File: src/rtl/instr_fetch_unit.sv
// Fetch stage: owns the fetch PC, issues in-order word requests under a credit
// limit, buffers tagged responses and presents the head with decoded fields.
module instr_fetch_unit #(
  parameter logic [31:0] RESET_PC = 32'h0000_0000,
  parameter int          DEPTH    = 2
) (
  input  logic        clk,
  input  logic        rst,
  output logic        imem_req_valid,
  input  logic        imem_req_ready,
  output logic [31:0] imem_req_addr,
  input  logic        imem_rsp_valid,
  input  logic [31:0] imem_rsp_data,
  input  logic        redirect_valid,
  input  logic [31:0] redirect_pc,
  output logic        inst_valid,
  input  logic        inst_ready,
  output logic [31:0] inst_pc,
  output logic [31:0] inst_word,
  output logic [6:0]  opcode,
  output logic [2:0]  funct3,
  output logic [6:0]  funct7,
  output logic        fetch_fault
);

  localparam int            CW   = $clog2(DEPTH + 1);
  localparam int            PW   = (DEPTH > 1) ? $clog2(DEPTH) : 1;
  localparam logic [PW-1:0] LAST = PW'(DEPTH - 1);

  logic [31:0]   fetch_pc;
  logic [31:0]   fifo_pc   [DEPTH];
  logic [31:0]   fifo_word [DEPTH];
  logic [31:0]   tag_pc    [DEPTH];
  logic [PW-1:0] wr_ptr, rd_ptr, tag_wr, tag_rd;
  logic [CW-1:0] count, outstanding, drop;
  logic          fault;

  logic          req_fire, push, pop;
  logic [CW:0]   credit_used;
  logic [CW-1:0] outstanding_nxt;

  function automatic logic [PW-1:0] ptr_inc(input logic [PW-1:0] p);
    return (p == LAST) ? '0 : p + 1'b1;
  endfunction

  // Stale responses (drop != 0) and responses in a redirect cycle never reach
  // the buffer; stale ones still hold a credit until they drain.
  assign credit_used     = {1'b0, outstanding} + {1'b0, count};
  assign imem_req_valid  = !rst && !fault && (credit_used < (CW + 1)'(DEPTH));
  assign imem_req_addr   = fetch_pc;
  assign req_fire        = imem_req_valid && imem_req_ready;
  assign inst_valid      = !rst && (count != '0);
  assign pop             = inst_valid && inst_ready;
  assign push            = imem_rsp_valid && (drop == '0) && !redirect_valid;
  assign outstanding_nxt = outstanding + CW'(req_fire) - CW'(imem_rsp_valid);

  always_ff @(posedge clk or posedge rst) begin
    if (rst) begin
      fetch_pc    <= RESET_PC;
      count       <= '0;
      outstanding <= '0;
      drop        <= '0;
      fault       <= 1'b0;
      wr_ptr      <= '0;
      rd_ptr      <= '0;
      tag_wr      <= '0;
      tag_rd      <= '0;
    end else begin
      outstanding <= outstanding_nxt;
      if (redirect_valid) begin
        fetch_pc <= redirect_pc;
        fault    <= |redirect_pc[1:0];
        drop     <= outstanding_nxt;
        count    <= '0;
        wr_ptr   <= '0;
        rd_ptr   <= '0;
        tag_wr   <= '0;
        tag_rd   <= '0;
      end else begin
        if (req_fire) begin
          fetch_pc <= fetch_pc + 32'd4;
          tag_wr   <= ptr_inc(tag_wr);
        end
        if (imem_rsp_valid && (drop != '0))
          drop <= drop - 1'b1;
        if (push) begin
          wr_ptr <= ptr_inc(wr_ptr);
          tag_rd <= ptr_inc(tag_rd);
        end
        if (pop)
          rd_ptr <= ptr_inc(rd_ptr);
        count <= count + CW'(push) - CW'(pop);
      end
    end
  end

  // Payload storage carries no reset; validity is tracked by the counters above.
  always_ff @(posedge clk) begin
    if (req_fire && !redirect_valid)
      tag_pc[tag_wr] <= fetch_pc;
    if (push) begin
      fifo_pc[wr_ptr]   <= tag_pc[tag_rd];
      fifo_word[wr_ptr] <= imem_rsp_data;
    end
  end

  assign inst_pc     = rst ? '0 : fifo_pc[rd_ptr];
  assign inst_word   = rst ? '0 : fifo_word[rd_ptr];
  assign opcode      = inst_word[6:0];
  assign funct3      = inst_word[14:12];
  assign funct7      = inst_word[31:25];
  assign fetch_fault = fault;

endmodule
File: config.mk
export PLATFORM = sky130hd
export DESIGN_NAME = instr_fetch_unit
export DESIGN_NICKNAME = d
export VERILOG_FILES = /design/src/rtl/instr_fetch_unit.sv
export SDC_FILE = /design/constraint.sdc
export NUM_CORES = 1
export LEC_CHECK = 0
export CORE_UTILIZATION = 47
export CTS_CLUSTER_DIAMETER = 200
export DETAILED_ROUTE_END_ITERATION = 7
export GPL_ROUTABILITY_DRIVEN = 0
export MAX_ROUTING_LAYER = met4
export PLACE_DENSITY = 0.77
export SYNTH_ARGS = -nofsm -noshare
export SYNTH_HDL_FRONTEND = slang
export SYNTH_SLANG_ARGS = --single-unit
File: constraint.sdc
create_clock -name clk -period 4.38 [get_ports clk]
set_input_delay 0.657 -clock clk [delete_from_list [all_inputs] [get_ports clk]]
set_output_delay 0.657 -clock clk [all_outputs]
set_load 0.01 [all_outputs]
==> results of run 1 <==
-- cells in the mapped netlist --
cell type,number
and2_1,4
buf_4,17
a21oi_1,2
inv_4,1
nor4_1,3
and3_1,2
or4_4,2
and2_4,1
a31oi_1,1
nor2_1,83
clkbuf_1,25
dfrtp_1,43
nand2b_1,1
inv_2,1
xor2_1,22
o21ai_0,29
nand3_1,14
nor3_1,7
nor2b_1,1
buf_8,1
buf_1,2
mux2_2,36
xnor2_1,15
edfxtp_1,192
nand2_1,40
inv_1,9
ha_1,6
mux2i_1,65
or3_1,2
fa_1,1
or2_2,1
nand4_1,13
o21ai_1,1
-- per-stage QoR --
stage	util, %	setup slack [ns]
after floorplan	-	0.1527
after detailed placement	58.97	1.382
after global routing	63.02	0.9003
final	63.02	0.9750
after global placement	58.97	1.441
after CTS	63.02	0.9691
-- path summary, 6_finish.rpt --
path,start,endpoint,slack [ns],cells past startpoint
setup reg to reg,outstanding[0],drop[1],1.28,13
min in group asynchronous,rst,imem_req_addr[14],0.85,3
max in group asynchronous,rst,rd_ptr,2.85,3
hold / removal,imem_req_addr[0],tag_pc[1][0],0.54,0
setup / recovery,outstanding[0],imem_req_valid,0.97,5
hold reg to reg,imem_req_addr[0],tag_pc[1][0],0.54,0
-- cells by family (layout without fill, tap and decap cells) --
family | count (synthesis) | after routing | share of synthesized area, %
DFF | 235 | 235 | 71.73
and+or+nand+nor | 174 | 174 | 8.041
muxes | 101 | 101 | 11.07
buffers and inverters | 56 | 249 | 3.017
xor gates and xnor gates | 37 | 37 | 3.398
AOI/OAI and AO/OA | 33 | 33 | 1.745
adders and majority gates | 7 | 7 | 0.9970
-- flip-flops by register name, indices dropped and copies added (netlist names) --
| register | cells |
|---|---|
| tag_rd | 1 |
| fifo_pc | 64 |
| tag_pc | 64 |
| rd_ptr | 1 |
| tag_wr | 1 |
| fetch_fault | 1 |
| wr_ptr | 1 |
| fifo_word | 64 |
| drop | 2 |
| count | 2 |
| imem_req_addr | 32 |
| outstanding | 2 |
-- cell usage in the layout, fill, tap and decap left out, drive strengths merged --
| master | synthesis | final |
|---|---|---|
| nor4 | 3 | 3 |
| inv | 11 | 11 |
| mux2 | 36 | 36 |
| bufinv | 0 | 3 |
| nand2b | 1 | 1 |
| a21oi | 2 | 2 |
| fa | 1 | 1 |
| ha | 6 | 6 |
| nand2 | 40 | 40 |
| clkdlybuf4s50 | 0 | 183 |
| nor3 | 7 | 7 |
| dfrtp | 43 | 43 |
| or3 | 2 | 2 |
| clkbuf | 25 | 26 |
| and3 | 2 | 2 |
| clkinv | 0 | 12 |
| a31oi | 1 | 1 |
| or2 | 1 | 1 |
| and2 | 5 | 5 |
| clkinvlp | 0 | 3 |
| nor2 | 83 | 83 |
| mux2i | 65 | 65 |
| xor2 | 22 | 22 |
| nand4 | 13 | 13 |
| o21ai | 30 | 30 |
| nor2b | 1 | 1 |
| buf | 20 | 11 |
| xnor2 | 15 | 15 |
| or4 | 2 | 2 |
| edfxtp | 192 | 192 |
| nand3 | 14 | 14 |
-- metal layers --
layer	wire, um	global-route usage [%]	up-vias	share of wire, %
met2	9561	30.97	205	49
met1	8205	24.41	2810	42
met4	420	6.925	0	2.2
met3	1223	3.046	32	6.3
met5	0	-	-	0
li1	-	-	2670	-
-- area by class of cell --
class,instances,area [um^2],share of cell area [%]
Clock buffer,26,629.4,5.081
Clock inverter,18,166.4,1.344
Inverter,11,43.79,0.3536
Multi-Input combinational cell,352,2435,19.66
Sequential cell,235,6845,55.27
Tap cell,265,331.6,2.677
Timing Repair Buffer,194,1934,15.62
-- where the power goes --
group          internal [uW]  switching [uW]
Sequential              2630             127
Combinational            467             422
Clock                   1210             810
Total                   4310            1360
==> flow_summary_export.csv, run 1 <==
group,metric,value,unit
floorplanning,start_util,48.53,%
pwr,cellLeakagePower,0.004189,uW
cts,root_buffer,"clkbuf_16",
synthesis,synth_cell_types,33,
critical_path,slowest_stage,"or4_4",
cells_and_area,syn_to_final_growth,29.86,%
status,status,"completed",
sta,setup-tns-final,0,ns
cts,hold_buffers,0,
route,viasPerCell,5.193,
route,drt_first_pass_iters,5,
cts,clk_path_buf_depth,3,
synthesis,ys_warn_count,0,
critical_path,cpPeakStageDelay,0.57,ns
floorplanning,die_area,20870,um^2
route,ant_nets,0,
floorplanning,io_pins,186,
critical_path,crit_type,"flop to output port",
sta,fin_skew,0.01836,ns
critical_path,cp-end-kind,"output port",
global_routing,grtUsageTotal,19.11,%
critical_path,cp_top_family,"simple AND/OR/NAND/NOR gates",
synthesis,syn_area_per_cell,14.83,um^2
cts,clkTransAtPathRegs,0.06,ns
cells_and_area,n_fill_cell,1518,
floorplanning,die_y,144.5,um
cells_and_area,fin_area,12390,um^2
place,dpl_cell_area,11590,um^2
critical_path,critical_path.cell_chain,"and2_1 > fa_1 > or4_4 > inv_2 > clkdlybuf4s50_1",
sta,fin_hold_ws,0.5370,ns
sta,hold_viol,0,
place,portBuffers,185,
cts,post-cts-setup-buffers,0,
pwr,total_power,5664,uW
sta,max_freq,0.2937,GHz
critical_path,worstPathRequired,3.72,ns
floorplanning,std_cell_rows,51,
cts,cts_tree,"built",
critical_path,path_buf_inv,2,
synthesis,ys_seq_elements,235,
critical_path,path_max_fanout,5,
route,wirelength,19410,um
critical_path,arrival,2.75,ns
min_path,hold_path_class,"flop to flop",
cts,cts.sinks,235,
cells_and_area,drive_above_1_share,11.48,%
cells_and_area,num_antenna_cells,0,
critical_path,start_kind,"flop",
sta,fin_crit_sh,77.74,%
synthesis,seq_area_frac_synth,71.73,%
synthesis,netlist_area,9538,um^2
global_routing,grt_pass1_vias,5582,
place,dp_hpwl,12580,um
pwr,peakVddDrop,0.2535,mV
pwr,power_density,457.3,nW/um^2
sta,period_needed,3.405,ns
synthesis,synthCells,643,
sta,rsz0062_at_grt,"false",
synthesis,synth_top_area_share,60.45,%
place,dp.cells,1057,
cts,clock_latency,0.51,ns
cts,htree_num_levels,1,
synthesis,yosysTopAreaCell,"edfxtp_1",
job,maxCapViolCount,0,
synthesis,syn-num-nets,720,
cells_and_area,fin_nets,895,
global_routing,grt_max_degree,71,
sta,slew_headroom,28.59,%
route,drt_iter0_markers,353,
global_routing,antenna_found_initial,0,
cells_and_area,fin_cells,1101,
route,drcViolationCount,0,
global_routing,grt_pass1_wl,29280,um
route,vias,5717,
synthesis,synthTopCellsByArea,"edfxtp_1 (60%), dfrtp_1 (11%), mux2i_1 (6.8%), mux2_2 (4.3%), nor2_1 (3.3%)",
sta,tightestPinTransition,1.063,ns
floorplanning,core,19650,um^2
sta,drv_slew,0,
cts,cts_resized,0,
floorplanning,die_w,144.5,um
global_routing,gr-total-overflow,0,
cts,cts-buffers-inserted,24,
route,post_drt_wl_per_cell,17.63,um
sta,finalSetupViolCount,0,
(Power assumes the default switching activity.)
==> inputs of run 2 (changes only) <==
==> constraint.sdc (replaced) <==
create_clock -name clk -period 2.9 [get_ports clk]
set_input_delay 0.435 -clock clk [delete_from_list [all_inputs] [get_ports clk]]
set_output_delay 0.435 -clock clk [all_outputs]
set_load 0.01 [all_outputs]
==> flow_summary_export.csv, run 2 (same netlist as run 1, synthesis figures left out) <==
group,metric,value,unit
status,status,"finished with violations",
status,violations,"negative setup slack",
route,post_drt_wl_per_cell,18.19,um
place,place_ws,0.03530,ns
sta,max_freq,0.3410,GHz
sta,finalSetupViolCount,1,
route,wirelength,20340,um
sta,hold_viol,0,
global_routing,grt_pass1_wl,30840,um
route,drt_iter0_markers,427,
cts,cts.sinks,235,
floorplanning,die_y,144.5,um
cells_and_area,register_area,6845,um^2
cts,root_buffer,"clkbuf_16",
global_routing,grt_pass1_vias,5749,
critical_path,arrival,3.36,ns
job,maxCapViolCount,0,
cells_and_area,n_fill_cell,1416,
cells_and_area,postLayoutCoreUtil,64.64,%
sta,fin_crit_sh,101.1,%
place,portBuffers,185,
cts,cts-buffers-inserted,24,
cells_and_area,multi_input_area,2454,um^2
sta,period_needed,2.933,ns
critical_path,worstPathRequired,3.33,ns
cts,hold_buffers,0,
route,ant_nets,0,
floorplanning,core,19650,um^2
critical_path,path_max_fanout,8,
floorplanning,std_cell_rows,51,
floorplanning,io_pins,186,
place,dp_hpwl,12950,um
cells_and_area,num_antenna_cells,0,
sta,fin_hold_ws,0.3096,ns
global_routing,antenna_found_initial,0,
sta,slew_headroom,45.66,%
sta,setup-tns-final,-0.03296,ns
global_routing,grtUsageTotal,20.20,%
floorplanning,die_area,20870,um^2
sta,fin_skew,0.007341,ns
sta,final_critical_path_setup_slack,-0.03296,ns
cts,clk_path_buf_depth,3,
critical_path,start_kind,"flop",
floorplanning,start_util,48.53,%
cells_and_area,syn_to_final_growth,33.19,%
cts,clock_latency,0.51,ns
global_routing,gr-total-overflow,0,
critical_path,crit_type,"flop to flop",
cells_and_area,final_common_cell,"edfxtp_1",
cts,cts_tree,"built",
pwr,power_density,701.5,nW/um^2
cells_and_area,reg_top3,"fifo_pc x64, fifo_word x64, tag_pc x64",
global_routing,grt_max_degree,71,
cts,clkTransAtPathRegs,0.06,ns
route,drcViolationCount,0,
cells_and_area,final_cell_mix,"edfxtp_1 (192), clkdlybuf4s50_1 (182), nor2_1 (81)",
critical_path,cp-end-kind,"flop",
route,drt_first_pass_iters,4,
sta,rsz0062_at_grt,"true",
min_path,hold_path_class,"input pin to flop",
sta,tightestPinTransition,0.8150,ns
cts,htree_num_levels,1,
pwr,peakVddDrop,0.4288,mV
cells_and_area,fin_nets,913,
route,vias,5810,
route,viasPerCell,5.197,
sta,drv_slew,0,
floorplanning,die_w,144.5,um
pwr,cellLeakagePower,0.004347,uW
cells_and_area,drive_above_1_share,14.30,%
## run 2: changes by cell type in the layout (fill, tap and decap cells not counted), sizes merged
cell           before  now
clkbuf             26   28
clkinv             12    8
buf                11   30
clkinvlp            3    2
clkdlybuf4s50     183  182
bufinv              3    5
## run 2: layout make-up
class	count	share of cell area (%)
Clock buffer	28	5.171
Clock inverter	15	1.635
Inverter	11	0.3841
Multi-Input combinational cell	352	19.31
Sequential cell	235	53.89
Tap cell	265	2.610
Timing Repair Buffer	212	17.00
## run 2: report_power, final
part,leakage (uW),internal (uW),switching [uW]
Clock,0.000424,2060,1250
Combinational,0.00166,756,687
Sequential,0.00226,3970,188
## run 2: repair_timing
item / in CTS / in global routing
buffers inserted: 3 / 1
gates cloned: 0 / 0
pin swaps: 1 / 4
gates resized for setup: 4 / 4
endpoints found under the setup margin: 3 / 1
## run 2: worst paths after layout
kind / startpoint / endpoint / slack [ns] / depth (start not counted)
max in group asynchronous: rst / fetch_fault / 1.73 / 4
max reg2reg: count[0] / drop[1] / -0.03 / 13
min reg2reg: imem_req_addr[1] / tag_pc[1][1] / 0.53 / 0
max: count[0] / drop[1] / -0.03 / 13
min: redirect_valid / imem_req_addr[31] / 0.31 / 3
min in group asynchronous: rst / tag_rd / 0.56 / 3
## run 2: worst max-delay path, stage by stage (launching register included)
cell	delay, ns
dfrtp_1	0.39
and2_4	0.17
fa_1	0.48
or4_4	0.51
inv_4	0.07
and2_4	0.16
inv_6	0.05
ha_4	0.25
inv_1	0.04
ha_2	0.16
xnor2_1	0.13
xnor2_1	0.19
nand2_1	0.09
o21ai_1	0.14
## run 2: metal layers
| metal | GRT usage, % | routed length (um) | up-vias |
|---|---|---|---|
| met5 | - | 0 | - |
| met4 | 7.091 | 527 | 0 |
| met3 | 3.046 | 1262 | 45 |
| met2 | 34.19 | 10090 | 214 |
| met1 | 24.72 | 8461 | 2852 |
| li1 | - | - | 2699 |
## run 2: per-stage QoR
step	instances	area (um^2)	total power [uW]
after floorplan	643	9570	4959
after global placement	1071	11780	5574
after detailed placement	1071	11780	5618
after CTS	1117	12680	8950
after global routing	1118	12700	9243
final	1118	12700	8911
